==> src/rtl/alu_simple_pkg.sv <==
// Shared opcode and shift-control encodings for alu_simple.
// Rotate encodings are always defined; ALU_SIMPLE_ROTATE_EN only gates the logic.
package alu_simple_pkg;

    typedef enum logic [3:0] {
        OP_ADD = 4'b0000,
        OP_SUB = 4'b0001,
        OP_MUL = 4'b0010,
        OP_OR  = 4'b0011,
        OP_AND = 4'b0100,
        OP_XOR = 4'b0101
    } alu_op_e;

    typedef enum logic [2:0] {
        SR_NONE = 3'b000,
        SR_SRL  = 3'b001,
        SR_SLL  = 3'b010,
        SR_ROR  = 3'b011,
        SR_ROL  = 3'b100,
        SR_SRA  = 3'b101
    } sr_cont_e;

endpackage

==> src/rtl/alu_shifter.sv <==
// Combinational shift/rotate unit operating on In2.
// Rotates are compiled only when ALU_SIMPLE_ROTATE_EN is defined; otherwise they yield 0.
module alu_shifter
    import alu_simple_pkg::*;
#(
    parameter int unsigned DATA_W  = 32,
    parameter int unsigned SHAMT_W = 5
) (
    input  logic [DATA_W-1:0]  In2,
    input  logic [2:0]         SR_Cont,
    input  logic [SHAMT_W-1:0] SR_Bit,
    output logic [DATA_W-1:0]  sh_out
);

`ifdef ALU_SIMPLE_ROTATE_EN
    // Shifting a doubled copy avoids the shift-by-DATA_W corner case at SR_Bit = 0.
    logic [2*DATA_W-1:0] dbl_r;
    logic [2*DATA_W-1:0] dbl_l;

    always_comb begin
        dbl_r = {In2, In2} >> SR_Bit;
        dbl_l = {In2, In2} << SR_Bit;
    end
`endif

    always_comb begin
        sh_out = '0;
        case (SR_Cont)
            SR_SRL: sh_out = In2 >> SR_Bit;
            SR_SLL: sh_out = In2 << SR_Bit;
            SR_SRA: sh_out = DATA_W'($signed(In2) >>> SR_Bit);
`ifdef ALU_SIMPLE_ROTATE_EN
            SR_ROR: sh_out = dbl_r[DATA_W-1:0];
            SR_ROL: sh_out = dbl_l[2*DATA_W-1:DATA_W];
`endif
            default: sh_out = '0;
        endcase
    end

endmodule

==> src/rtl/alu_simple.sv <==
// Registered ALU: arithmetic/logic by opcode, or shift/rotate of In2 when SR_Cont != 0.
// Rotate modes depend on ALU_SIMPLE_ROTATE_EN (see alu_shifter).
module alu_simple
    import alu_simple_pkg::*;
#(
    parameter int unsigned DATA_W  = 32,
    parameter int unsigned SHAMT_W = 5
) (
    input  logic               clk,
    input  logic               rst_n,
    input  logic [DATA_W-1:0]  In1,
    input  logic [DATA_W-1:0]  In2,
    input  logic [3:0]         opcode,
    input  logic [2:0]         SR_Cont,
    input  logic [SHAMT_W-1:0] SR_Bit,
    output logic [DATA_W-1:0]  Out
);

    logic [DATA_W-1:0] sh_out;
    logic [DATA_W-1:0] res;

    alu_shifter #(
        .DATA_W  (DATA_W),
        .SHAMT_W (SHAMT_W)
    ) u_shifter (
        .In2     (In2),
        .SR_Cont (SR_Cont),
        .SR_Bit  (SR_Bit),
        .sh_out  (sh_out)
    );

    // Any nonzero SR_Cont selects the shifter, so opcode is a don't-care there.
    always_comb begin
        res = '0;
        if (SR_Cont != SR_NONE) begin
            res = sh_out;
        end else begin
            case (opcode)
                OP_ADD:  res = In1 + In2;
                OP_SUB:  res = In1 - In2;
                OP_MUL:  res = In1 * In2;
                OP_OR:   res = In1 | In2;
                OP_AND:  res = In1 & In2;
                OP_XOR:  res = In1 ^ In2;
                default: res = '0;
            endcase
        end
    end

    always_ff @(posedge clk) begin
        if (!rst_n) begin
            Out <= '0;
        end else begin
            Out <= res;
        end
    end

endmodule

==> config.mk <==
export PLATFORM = sky130hd
export DESIGN_NAME = alu_simple
export DESIGN_NICKNAME = d
export VERILOG_FILES = /design/src/rtl/alu_simple_pkg.sv /design/src/rtl/alu_shifter.sv /design/src/rtl/alu_simple.sv
export SDC_FILE = /design/constraint.sdc
export NUM_CORES = 2
export LEC_CHECK = 0
export BUFFER_PORTS_ARGS = -buffer_cell sky130_fd_sc_hd__buf_2
export CAP_MARGIN = 20
export CORE_MARGIN = 2
export CORE_UTILIZATION = 60
export CTS_BUF_LIST = sky130_fd_sc_hd__clkbuf_4 sky130_fd_sc_hd__clkbuf_8
export DETAILED_ROUTE_END_ITERATION = 16
export GPL_TIMING_DRIVEN = 1
export PLACE_DENSITY_LB_ADDON = 0.08
export RECOVER_POWER = 100
export SLEW_MARGIN = 5
export SYNTH_ARGS = -nofsm -noshare
export SYNTH_HDL_FRONTEND = slang
export SYNTH_SLANG_ARGS = --single-unit
==> constraint.sdc <==
create_clock -name clk -period 13.55 [get_ports clk]
set_input_delay 0.6775 -clock clk [delete_from_list [all_inputs] [get_ports clk]]
set_output_delay 0.6775 -clock clk [all_outputs]
set_load 0.02 [all_outputs]
==> impl_metrics.sql <==
INSERT INTO impl_metrics (metric_group, metric, value, unit) VALUES
('min_path', 'hp-class', 'in -> reg', ''),
('yosys', 'synth-edff-count', '0', ''),
('clocking', 'cts.repair.resized', '0', ''),
('die', 'die-height', '201', 'um'),
('route', 'drt_drc_violations_left', '0', ''),
('min_path', 'hp-start', 'SR_Cont[0]', ''),
('layout', 'final-instance-count-excl-fill', '3440', ''),
('route', 'drc_violation_total_after_the_first_tritonroute_iteration', '2630', ''),
('min_path', 'hold_end', 'Out[3]', ''),
('timing', 'setup_slack', '3500', 'ps'),
('min_path', 'holdPathStages', '3', ''),
('timing', 'final_setup_violation_count', '0', ''),
('layout', 'syn2layout_area_growth', '3.35', '%'),
('job', 'drv.max_cap_violation_count', '2', ''),
('timing', 'tightest_slew', '1710', 'ps'),
('timing', 'fin_crit_sh', '0.742', ''),
('route', 'detail_routed_net_length_per_standard_cell', '27.7', 'um'),
('worst_setup_path', 'critical_path.max_fanout', '18', ''),
('die', 'die-area', '40500', 'um^2'),
('worst_setup_path', 'required', '13780', 'ps'),
('timing', 'period_minus_slack', '10050', 'ps'),
('worst_setup_path', 'critical_path_arrival', '10280', 'ps'),
('yosys', 'netlist_instances', '2944', ''),
('timing', 'report.final.hold_viol_count', '0', ''),
('yosys', 'synth.yosys.seq_area_share', '0.0274', ''),
('place', 'detailedPlacementHpwl', '72400', 'um'),
('route', 'route.antenna.remaining_nets', '0', ''),
('die', 'core_region_area', '38600', 'um^2'),
('global_route', 'grt_pass1_wl', '143000', 'um'),
('clocking', 'cts-htree-levels', '2', ''),
('clocking', 'postCtsHoldBufs', '0', ''),
('layout', 'num-fill-cells', '3523', ''),
('route', 'route.vias.total', '22305', ''),
('worst_setup_path', 'critPathLaunchType', 'input pin', ''),
('clocking', 'cts_tree', 'done', ''),
('layout', 'layout_commonest_cell', 'sky130_fd_sc_hd__nor2_1', ''),
('clocking', 'cts_inserted_buffers', '5', ''),
('global_route', 'grt-ovfl-total', '0', ''),
('clocking', 'post_cts.repair.setup_buffers', '0', ''),
('place', 'place.gp.congestion', '1.04', ''),
('global_route', 'grt_util_all_layers', '0.476', ''),
('global_route', 'first_global_vias', '22846', ''),
('die', 'row_count', '72', ''),
('yosys', 'synth_seq_cells', '32', ''),
('timing', 'fin_worst_hold_slack', '924', 'ps'),
('run_status', 'violations', 'max-capacitance violations, max-slew violations', ''),
('yosys', 'synthArstFlopShare', '0', ''),
('worst_setup_path', 'crit_path_max_incr_delay', '1360', 'ps'),
('route', 'drt-pass1-iter-count', '6', ''),
('worst_setup_path', 'critPathCaptureType', 'flip-flop', ''),
('timing', 'setup-tns-final', '0', 'ps'),
('clocking', 'clk_transition_reported_paths', '110', 'ps'),
('yosys', 'synth_nets', '3650', ''),
('worst_setup_path', 'crit_top_cell', 'sky130_fd_sc_hd__fa_1', ''),
('clocking', 'cts.sink_count', '32', ''),
('route', 'totalWireLength', '95400', 'um'),
('global_route', 'antenna_found_initial', '8', ''),
('global_route', 'grt_max_degree', '88', ''),
('layout', 'layout.nets', '3621', ''),
('layout', 'most-common-layout-cells', 'sky130_fd_sc_hd__nor2_1 (456), sky130_fd_sc_hd__inv_1 (430), sky130_fd_sc_hd__fa_1 (409)', ''),
('run_status', 'status', 'complete, but fails checks', ''),
('yosys', 'post_synth_instance_area', '23300', 'um^2'),
('place', 'placed_cells', '3425', ''),
('timing', 'fmax', '0.0995', 'GHz'),
('die', 'chipWidth', '201', 'um'),
('layout', 'most_flop_heavy_register', 'Out', ''),
('clocking', 'clockRootBuffer', 'sky130_fd_sc_hd__clkbuf_8', ''),
('route', 'route.detailed.vias_per_inst', '6.48', ''),
('worst_setup_path', 'setup.worst_path.class', 'in -> reg', ''),
('yosys', 'synthFlopType', 'sky130_fd_sc_hd__dfxtp_1', ''),
('yosys', 'postSynthAreaPerCell', '7.93', 'um^2'),
('worst_setup_path', 'crit_path_top_delay_cell', 'sky130_fd_sc_hd__clkinv_1', ''),
('die', 'floorplan.initialDensity', '0.605', ''),
('die', 'design.portCount', '110', ''),
('clocking', 'cts.path.max_buffers', '2', ''),
('layout', 'max_ffs_per_register', '32', ''),
('layout', 'largest_registers', 'Out (32)', ''),
('timing', 'slew_margin_rel', '-0.139', ''),
('yosys', 'post_synth_num_cell_types', '94', ''),
('yosys', 'synth_warn', '0', ''),
('place', 'dp_worst_setup_slack', '4690', 'ps'),
('place', 'numPortBuffers', '109', ''),
('timing', 'rsz0062_at_grt', 'false', ''),
('layout', 'drive_gt1_frac', '0.0593', ''),
('timing', 'timing_max_transition_violations_final', '45', '');
metal layers:
layer	global-route usage	vias up	share of wire
li1	-	9348	-
met1	0.624	10828	0.36
met2	0.690	1715	0.41
met4	0.286	8	0.076
met5	0	-	0.00094
met3	0.152	406	0.15
how the worst max path moves through the flow:
stage                       from      end  slack [ps]  depth (start not counted)
final                     In1[4]  Out[31]        3500                         29
after global routing      In1[4]  Out[31]        3330                         29
after CTS                 In1[4]  Out[31]        5030                         29
after detailed placement  In1[4]  Out[31]        4690                         29
after global placement    In1[5]  Out[31]        4870                         29
after floorplan           In2[6]  Out[31]        5860                         28
kinds of logic (layout without fill, tap and decap cells):
kind of cell             after synthesis  in the layout  synth area share
buffers and inverters                638            610             0.105
AO/OA/AOI/OAI                        527            527             0.147
flip-flops                            32             32            0.0274
XOR/XNOR                             136            136            0.0513
AND/OR/NAND/NOR                      904            904             0.159
multiplexers                          79             79            0.0429
adder cells (fa/ha/maj)              628            628             0.468
other                                  0              6                 0
per-stage QoR:
step           instance area (um^2)   util
2_1_floorplan                 23300      -
3_3_place_gp                  24100  0.625
3_5_place_dp                  24100  0.625
4_1_cts                       24200  0.628
5_1_grt                       24100  0.626
6_report                      24100  0.626
cells in the mapped netlist, types with 4 or more instances:
cell | number | area (um^2)
sky130_fd_sc_hd__mux2_2 | 8 | 90.1
sky130_fd_sc_hd__a211o_1 | 6 | 52.6
sky130_fd_sc_hd__o21ai_0 | 148 | 741
sky130_fd_sc_hd__nor2b_1 | 15 | 93.8
sky130_fd_sc_hd__a21boi_0 | 6 | 45.0
sky130_fd_sc_hd__o31a_1 | 6 | 52.6
sky130_fd_sc_hd__o221ai_1 | 7 | 61.3
sky130_fd_sc_hd__nand2b_1 | 18 | 113
sky130_fd_sc_hd__o21a_1 | 18 | 135
sky130_fd_sc_hd__o31ai_1 | 7 | 52.6
sky130_fd_sc_hd__mux2i_1 | 55 | 551
sky130_fd_sc_hd__xnor2_1 | 106 | 928
sky130_fd_sc_hd__dfxtp_1 | 32 | 641
sky130_fd_sc_hd__a31oi_1 | 8 | 50.1
sky130_fd_sc_hd__o21ai_1 | 13 | 65.1
sky130_fd_sc_hd__buf_1 | 28 | 105
sky130_fd_sc_hd__nand3_1 | 18 | 90.1
sky130_fd_sc_hd__a22oi_1 | 25 | 188
sky130_fd_sc_hd__ha_1 | 219 | 2740
sky130_fd_sc_hd__o21bai_1 | 4 | 30.0
sky130_fd_sc_hd__nand3b_1 | 5 | 37.5
sky130_fd_sc_hd__xor2_1 | 29 | 254
sky130_fd_sc_hd__nor3_1 | 20 | 100
sky130_fd_sc_hd__nor2_1 | 456 | 1710
sky130_fd_sc_hd__and2_1 | 11 | 68.8
sky130_fd_sc_hd__clkbuf_1 | 114 | 428
sky130_fd_sc_hd__fa_1 | 409 | 8190
sky130_fd_sc_hd__a21oi_1 | 122 | 611
sky130_fd_sc_hd__inv_1 | 430 | 1610
sky130_fd_sc_hd__buf_2 | 33 | 165
sky130_fd_sc_hd__a221oi_1 | 20 | 175
sky130_fd_sc_hd__clkinv_1 | 20 | 75.1
sky130_fd_sc_hd__and3_1 | 4 | 25.0
sky130_fd_sc_hd__a211oi_1 | 18 | 135
sky130_fd_sc_hd__nand2_1 | 321 | 1200
sky130_fd_sc_hd__o22ai_1 | 15 | 93.8
sky130_fd_sc_hd__a21o_1 | 28 | 210
sky130_fd_sc_hd__o211ai_1 | 22 | 165
sky130_fd_sc_hd__or3_1 | 9 | 56.3
sky130_fd_sc_hd__inv_2 | 10 | 37.5
sky130_fd_sc_hd__mux4_2 | 16 | 360
sky130_fd_sc_hd__a41oi_1 | 4 | 35.0
worst max-delay path, delay by kind of cell:
family / cells / cell delay (ps)
adder cells (fa/ha/maj): 9 / 3930
buffers and inverters: 8 / 2730
AO/OA/AOI/OAI: 9 / 2280
AND/OR/NAND/NOR: 2 / 480
XOR/XNOR: 1 / 140
area by class of cell:
| type | instances | area [um^2] | area share |
|---|---|---|---|
| Antenna cell | 6 | 15.0 | 0.000622 |
| Clock buffer | 5 | 68.8 | 0.00285 |
| Clock inverter | 3 | 42.5 | 0.00176 |
| Inverter | 460 | 1730 | 0.0716 |
| Multi-Input combinational cell | 2274 | 20200 | 0.839 |
| Sequential cell | 32 | 641 | 0.0266 |
| Tap cell | 518 | 648 | 0.0269 |
| Timing Repair Buffer | 142 | 748 | 0.0310 |
Power is left out: the tool's default activity adds up to more than one toggle a clock period on the data nets, which glitch-free logic cannot reach.
